**src/rtl/event_encoder.sv**
```systemverilog
// Sequential one-hot-to-binary event encoder: captures request pulses into a
// pending set and presents their indices one at a time over valid/ready.
module event_encoder #(
    parameter int NUM_IN = 4,
    parameter int ADDR_W = 2,
    parameter int DROP_W = 8
) (
    input  logic              i_clk,
    input  logic              i_reset,
    input  logic              i_enable,
    input  logic [NUM_IN-1:0] i_in_req,
    output logic              o_out_valid,
    input  logic              i_out_ready,
    output logic [ADDR_W-1:0] o_out_addr,
    output logic [NUM_IN-1:0] o_pending,
    output logic              o_overflow,
    output logic [DROP_W-1:0] o_drop_count
);

    localparam int CNT_W = $clog2(NUM_IN + 1);

    typedef enum logic {EMPTY, FULL} state_t;

    state_t              r_state;
    logic [NUM_IN-1:0]   r_pending;
    logic [ADDR_W-1:0]   r_addr;
    logic                r_overflow;
    logic [DROP_W-1:0]   r_dropCount;

    logic [NUM_IN-1:0]   w_cap;
    logic [NUM_IN-1:0]   w_loadMask;
    logic [NUM_IN-1:0]   w_dropMask;
    logic                w_free;
    logic                w_load;
    logic [ADDR_W-1:0]   w_sel;
    logic [CNT_W-1:0]    w_dropNum;
    logic [DROP_W:0]     w_dropSum;

    assign w_cap  = i_enable ? i_in_req : '0;
    assign w_free = (r_state == EMPTY) || i_out_ready;
    assign w_load = w_free && (r_pending != '0);

    // Scanning downward lets the lowest set bit win, giving bit 0 top priority.
    always_comb begin
        w_sel = '0;
        for (int i = NUM_IN - 1; i >= 0; i--) begin
            if (r_pending[i]) begin
                w_sel = ADDR_W'(i);
            end
        end
    end

    assign w_loadMask = w_load ? (NUM_IN'(1) << w_sel) : '0;

    // A capture onto a bit still pending is lost unless that bit leaves this cycle.
    assign w_dropMask = w_cap & r_pending & ~w_loadMask;

    always_comb begin
        w_dropNum = '0;
        for (int i = 0; i < NUM_IN; i++) begin
            w_dropNum = w_dropNum + CNT_W'(w_dropMask[i]);
        end
    end

    assign w_dropSum = {1'b0, r_dropCount} + (DROP_W + 1)'(w_dropNum);

    always_ff @(posedge i_clk) begin
        if (i_reset) begin
            r_state     <= EMPTY;
            r_pending   <= '0;
            r_addr      <= '0;
            r_overflow  <= 1'b0;
            r_dropCount <= '0;
        end else begin
            r_pending <= (r_pending & ~w_loadMask) | w_cap;
            if (w_load) begin
                r_state <= FULL;
                r_addr  <= w_sel;
            end else if (w_free) begin
                r_state <= EMPTY;
            end
            if (w_dropMask != '0) begin
                r_overflow <= 1'b1;
            end
            // Carry out of the widened sum means the counter would wrap.
            if (w_dropSum[DROP_W]) begin
                r_dropCount <= '1;
            end else begin
                r_dropCount <= w_dropSum[DROP_W-1:0];
            end
        end
    end

    assign o_out_valid  = (r_state == FULL);
    assign o_out_addr   = r_addr;
    assign o_pending    = r_pending;
    assign o_overflow   = r_overflow;
    assign o_drop_count = r_dropCount;

endmodule
```
**config.mk**
```make
export PLATFORM = sky130hd
export DESIGN_NAME = event_encoder
export DESIGN_NICKNAME = d
export VERILOG_FILES = /design/src/rtl/event_encoder.sv
export SDC_FILE = /design/constraint.sdc
export NUM_CORES = 1
export LEC_CHECK = 0
export BUFFER_PORTS_ARGS = -buffer_cell sky130_fd_sc_hd__buf_4
export CAP_MARGIN = 20
export CORE_MARGIN = 3
export CORE_UTILIZATION = 28
export DETAILED_ROUTE_END_ITERATION = 8
export PLACE_DENSITY_LB_ADDON = 0.2
export REMOVE_ABC_BUFFERS = 1
export SETUP_SLACK_MARGIN = 0.5
export SLEW_MARGIN = 20
export SYNTH_ARGS = -nofsm -noshare
export SYNTH_HDL_FRONTEND = slang
export SYNTH_SLANG_ARGS = --single-unit
```
**constraint.sdc**
```tcl
create_clock -name i_clk -period 3.2 [get_ports i_clk]
set_clock_uncertainty 0.05 [all_clocks]
set_input_delay 0.64 -clock i_clk [delete_from_list [all_inputs] [get_ports i_clk]]
set_output_delay 0.64 -clock i_clk [all_outputs]
set_load 0.05 [all_outputs]
```
## After elaboration in Yosys (flattened, before gate mapping)

Index checks and enable logic that the tools add are counted.

| word-level totals | value |
|---|---|
| output and inout port bits | 16 |
| logic and storage cells | 30 |
| memory bits (writable) | 0 |
| ROM bits | 0 |
| bits of input ports | 8 |
| register bits | 16 |
| memories kept | 0 |
| latch bits | 0 |

| operators by class | value |
|---|---|
| $mul | 0 |
| order comparisons | 0 |
| add/subtract/negate cells | 4 |
| shift-type cells | 1 |
| reductions and logical operators | 5 |
| equality and inequality tests | 0 |
| div/mod/pow operators | 0 |
| bitwise logic cells | 6 |
| multiplexer cells | 9 |

Operators with widths:

| cell | count |
|---|---|
| $and 4x4->4 | 3 |
| $add 8x3->9 | 1 |
| $mux 2 | 4 |
| $mux 4 | 2 |
| $mux 8 | 1 |
| $reduce_bool 4->1 | 2 |
| $not 4->4 | 1 |
| $or 4x4->4 | 1 |
| $shl 1x2->4 const A | 1 |
| $add 2x1->3 | 1 |
| $add 3x1->3 | 1 |
| $add 1x1->2 | 1 |
| $mux 1 | 2 |
| $reduce_bool 2->1 | 1 |
| $logic_and 1x1->1 | 1 |
| $logic_or 1x1->1 | 1 |
| $not 1->1 | 1 |

## Logic depth before layout (Yosys ltp)

| depth | value |
|---|---|
| depth in word-level cells | 13 |
| gate-level depth with buffers | 12 |
| depth with buffers taken out | 11 |

## Least setup slack after synthesis

No wires, ideal clock.

| timing | value |
|---|---|
| path kind | flip-flop to flip-flop |
| from | register r_state (netlist: o_out_valid) |
| to | register r_dropCount[6] (netlist: o_drop_count[6]) |
| slack | -34 ps |
| setup time | 126 ps |
| required time | 3024 ps |
| path buffers | 1 |
| stages on the path, launching flop included | 13 |
| arrival time | 3057 ps |
| period minus slack after synthesis | 3234 ps |
| path through | dfxtp_1 nor2b_4 buf_6 nand2b_4 nand4_1 fa_1 fa_1 inv_1 fa_1 and3_4 and3_4 and3b_1 nor3_2 |

| between the ends | value |
|---|---|
| longest elaborated chain between the ends | 11 |

RTL lines:

| element | line | source |
|---|---|---|
| start: declaration | 24 | `state_t r_state;` |
| start signal: assignment | 69 | `r_state <= EMPTY;` |
| start signal: assignment | 77 | `r_state <= FULL;` |
| start signal: assignment | 80 | `r_state <= EMPTY;` |
| $not 1->1 * | 40 | `assign w_free = (r_state == EMPTY) \|\| i_out_ready;` |
| $logic_or 1x1->1 * | 40 |  |
| $logic_and 1x1->1 * | 41 | `assign w_load = w_free && (r_pending != '0);` |
| $mux 4 * | 53 | `assign w_loadMask = w_load ? (NUM_IN'(1) << w_sel) : '0;` |
| $not 4->4 * | 56 | `assign w_dropMask = w_cap & r_pending & ~w_loadMask;` |
| $and 4x4->4 * | 56 |  |
| $add 1x1->2 | 61 | `w_dropNum = w_dropNum + CNT_W'(w_dropMask[i]);` |
| $add 2x1->3 | 61 |  |
| $add 3x1->3 * | 61 |  |
| $add 8x3->9 * | 65 | `assign w_dropSum = {1'b0, r_dropCount} + (DROP_W + 1)'(w_dropNum);` |
| $mux 8 * | 86 | `if (w_dropSum[DROP_W]) begin` |
| end signal: assignment | 89 | `r_dropCount <= w_dropSum[DROP_W-1:0];` |
| end: declaration | 28 | `logic [DROP_W-1:0] r_dropCount;` |

Mark *: on every way between the ends. The rest lies on a longest branch, timed or not.
A chain may end at the register's enable or synchronous reset.

## Final worst setup path

| timing | value |
|---|---|
| from | input port i_out_ready |
| to | register r_dropCount[2] (netlist: o_drop_count[2]) |

| between the ends | value |
|---|---|
| longest elaborated chain between the ends | 10 |

RTL lines:

| element | line | source |
|---|---|---|
| start: declaration | 13 | `input logic i_out_ready,` |
| $logic_or 1x1->1 * | 40 |  |
| $logic_and 1x1->1 * | 41 |  |
| $mux 4 * | 53 |  |
| $not 4->4 * | 56 |  |
| $and 4x4->4 * | 56 |  |
| $add 1x1->2 | 61 |  |
| $add 2x1->3 | 61 |  |
| $add 3x1->3 * | 61 |  |
| $add 8x3->9 * | 65 |  |
| $mux 8 * | 86 |  |

Marks and branches as above.

==> summary.md <==
| Metric | Value |
|---|---|
| Run status | completed |
| Commonest non-fill, non-tap cell in the layout | buf_4 |
| DRT antenna net count | 0 |
| Fillers | 267 |
| Hold Startpoint | o_out_addr[1] |
| Syn-to-layout area delta | 40.9% |
| Antenna diode count | 0 |
| Clk_lat worst skew | 290 ps |
| Pre-antenna DRT Iters | 4 |
| Main area contributors after synthesis | dfxtp_1, fa_1, nor2_1 |
| Largest net degree at the start of global routing | 17 |
| R2R setup slack | between 500 and 600 ps |
| Peak supply drop | 0.000264 V |
| Multi-input logic area | 467 um2 |
| Antenna violations before repair | 0 |
| WHS Endpoint | o_out_addr[1] |
| Final Hold Fails | 0 |
| Worst path arrival time | 2940 ps |
| Sequential element share of the synthesized area | 39.5% |
| FP Rows | 18 |
| Tmin final | between 2000 and 3000 ps |
| Net Sw Power | 0.124 mW |
| CP Max Fanout | 6 |
| Power share of the clock group | 31.2% |
| Hold Path Depth | 2 |
| Post-cts hold buffer count | 0 |
| DR iter-0 viols | 16 |
| Sink Count | 16 |
| WL/cell | ~13 um |
| Buffers on Ports | 23 |
| P_leak | 0.484 nW |
| Die width | 59.8 um |
| TritonCTS buffer count | 3 |
| Reg power frac | 49.0% |
| Clock transition at path regs | 100 ps |
| Wirelength, routed | 1880 um |
| Via/cell ratio | 4.97 |
| Gr usage total | roughly 11% |
| Die Area | 0.00358 mm2 |
| DR vias | 735 |
| Commonest non-fill, non-tap cells in the layout | buf_4, dfxtp_1, nor2_1 |
| Slew HR | 81.3% |
| H-tree depth | 1 |
| DIE HEIGHT | 59.8 um |
| Finish-stage setup viols | 0 |
| Nets@finish | about 130 |
| IO Count | 24 |
| Yosys cell types | 33 |
| Yosys warnings | 0 |
| Sequential cell area | 320 um2 |
| Gate power share | between 10% and 20% |
| Starting density of the core | 31.0% |
| Synth top area share | 39.5% |
| Kind of end point of the critical path | flop |
| Grt ovf | 0 |
| RSZ-0062 raised after global routing | yes |
| Actual slew at the worst max-slew pin | 281 ps |
| CTS tree | built |
| Int Power | between 0.3 and 0.4 mW |
| R2r endpoint | o_drop_count[2] |
| Worst-case clock buffer depth | 2 |
| FF+latch count, synth | 16 |
| Drc violations | 0 |
| Global-route wire length before repair | 3090 um |
| Post-Syn Area | just over 800 um2 |
| Core region area | 0.00261 mm2 |
| R2R cell count | 11 |
| Fin Hold WS | 453 ps |
| Period utilisation layout | between 80 and 90% |
| Placed cell area | 0.00104 mm2 |
| Synth Flop Type | dfxtp_1 |
| Req. time, crit path | roughly 3400 ps |
| Switching part of the total | 28.5% |
| Max_cap viols | 0 |
| HPWL after detailed placement | around 1400 um |
| Pwr/cell area | 381 mW/mm2 |
| Worst R2R Start | o_out_valid |
| Final instance area | 0.00114 mm2 |
| Syn avg cell area | 9.77 um2 |
| FFs w/ async S/R, synth | 0% |
| Fmax | 362 MHz |
| Cells after Synth | 83 |
| Share of cells above drive strength 1 | a little under half |
| Post-synth EDFFs | 0 |
| CTS Root Cell | clkbuf_4 |
| CP Launch Type | input port |
| Slew Viols, Final | 0 |
| Vias in the first global route | 713 |
| Placed Cells incl. Taps | between 100 and 150 |
| HP Class | flop to flop |
| Final Instance Count excl. Fillers | 148 |
| Gpl congestion | 0.761 |
| Dominant cell type by area after synthesis | dfxtp_1 |
| Critical path class | input port to flop |
area by class of cell:
type                    instances  share of cell area [%]
repair buffers                 34                    23.0
flip-flops and latches         16                    28.0
clock buffers                   4                    3.18
inverters                       5                    1.64
well taps                      30                    3.29
multi-input cells              59                    40.9
cell families after synthesis:
kind of cell,after synthesis,share of synthesized area [%]
AND/OR/NAND/NOR,31,24.7
AO/OA/AOI/OAI,19,16.5
flip-flops,16,39.5
buffers and inverters,8,4.78
XOR/XNOR,4,4.32
adder cells (fa/ha/maj),4,8.95
multiplexers,1,1.23
state kept, by name, indices dropped and copies added (netlist names):
signal and cells:
o_pending 4, o_out_valid 1, o_out_addr 2, o_drop_count 8, o_overflow 1
power groups by stage:
stage,clock network (mW),registers (mW),logic (mW)
finish,0.136,0.213,0.0860
global route,0.150,0.215,0.0927
CTS,0.142,0.213,0.0841
detailed placement,0,0.218,0.0800
global placement,0,0.218,0.0798
floorplan,0,0.243,0.0221
routing by layer:
metal  routed length, um  track usage [%]
met1                 842             14.9
met4                   8             3.48
met3                 140             4.10
met5                   0                0
met2                 886             17.6
Yosys cell counts (all sizes together) (3+ instances only):
| cell | n |
|---|---|
| nor3 | 3 |
| inv | 5 |
| nor2b | 3 |
| nor2 | 13 |
| and3 | 3 |
| a21oi | 9 |
| dfxtp | 16 |
| o21ai | 4 |
| fa | 3 |
critical path: stages:
cell     delay [ps]
buf_6           100
nor2b_4         130
buf_6           110
nand4_1         140
fa_1            520
fa_2            370
inv_2            70
fa_2            190
and3_4          180
and3_4          210
nand3_4         130
a21oi_2         160
repair_timing:
item	in CTS	in global routing
cloned	0	0
pin swaps	7	2
endpoints found under the setup margin	8	8
buffers inserted	4	2
resized for setup	4	4
hold endpoints to repair	0	0
stage by stage:
step | power, mW | setup TNS, ps | setup slack, ps | util [%]
final | 0.435 | 0 | 434 | 43.7
after global routing | 0.457 | 0 | 303 | 43.7
after CTS | 0.440 | 0 | 430 | 42.6
after detailed placement | 0.298 | -38.8 | -15.0 | 39.8
after global placement | 0.298 | 0 | 34.4 | 39.8
after floorplan | 0.265 | -61.7 | -14.6 | -
how the worst max path moves through the flow:
stage | start | cells after the start | endpoint | slack (ps)
after floorplan | o_out_valid | 11 | o_drop_count[0] | -10
after global placement | i_out_ready | 12 | o_drop_count[4] | 30
after detailed placement | i_out_ready | 12 | o_drop_count[5] | -20
after CTS | i_out_ready | 12 | o_drop_count[6] | 430
after global routing | i_out_ready | 12 | o_drop_count[2] | 300
final | i_out_ready | 12 | o_drop_count[2] | 430
Note: power is estimated with default switching activity, not from simulation.
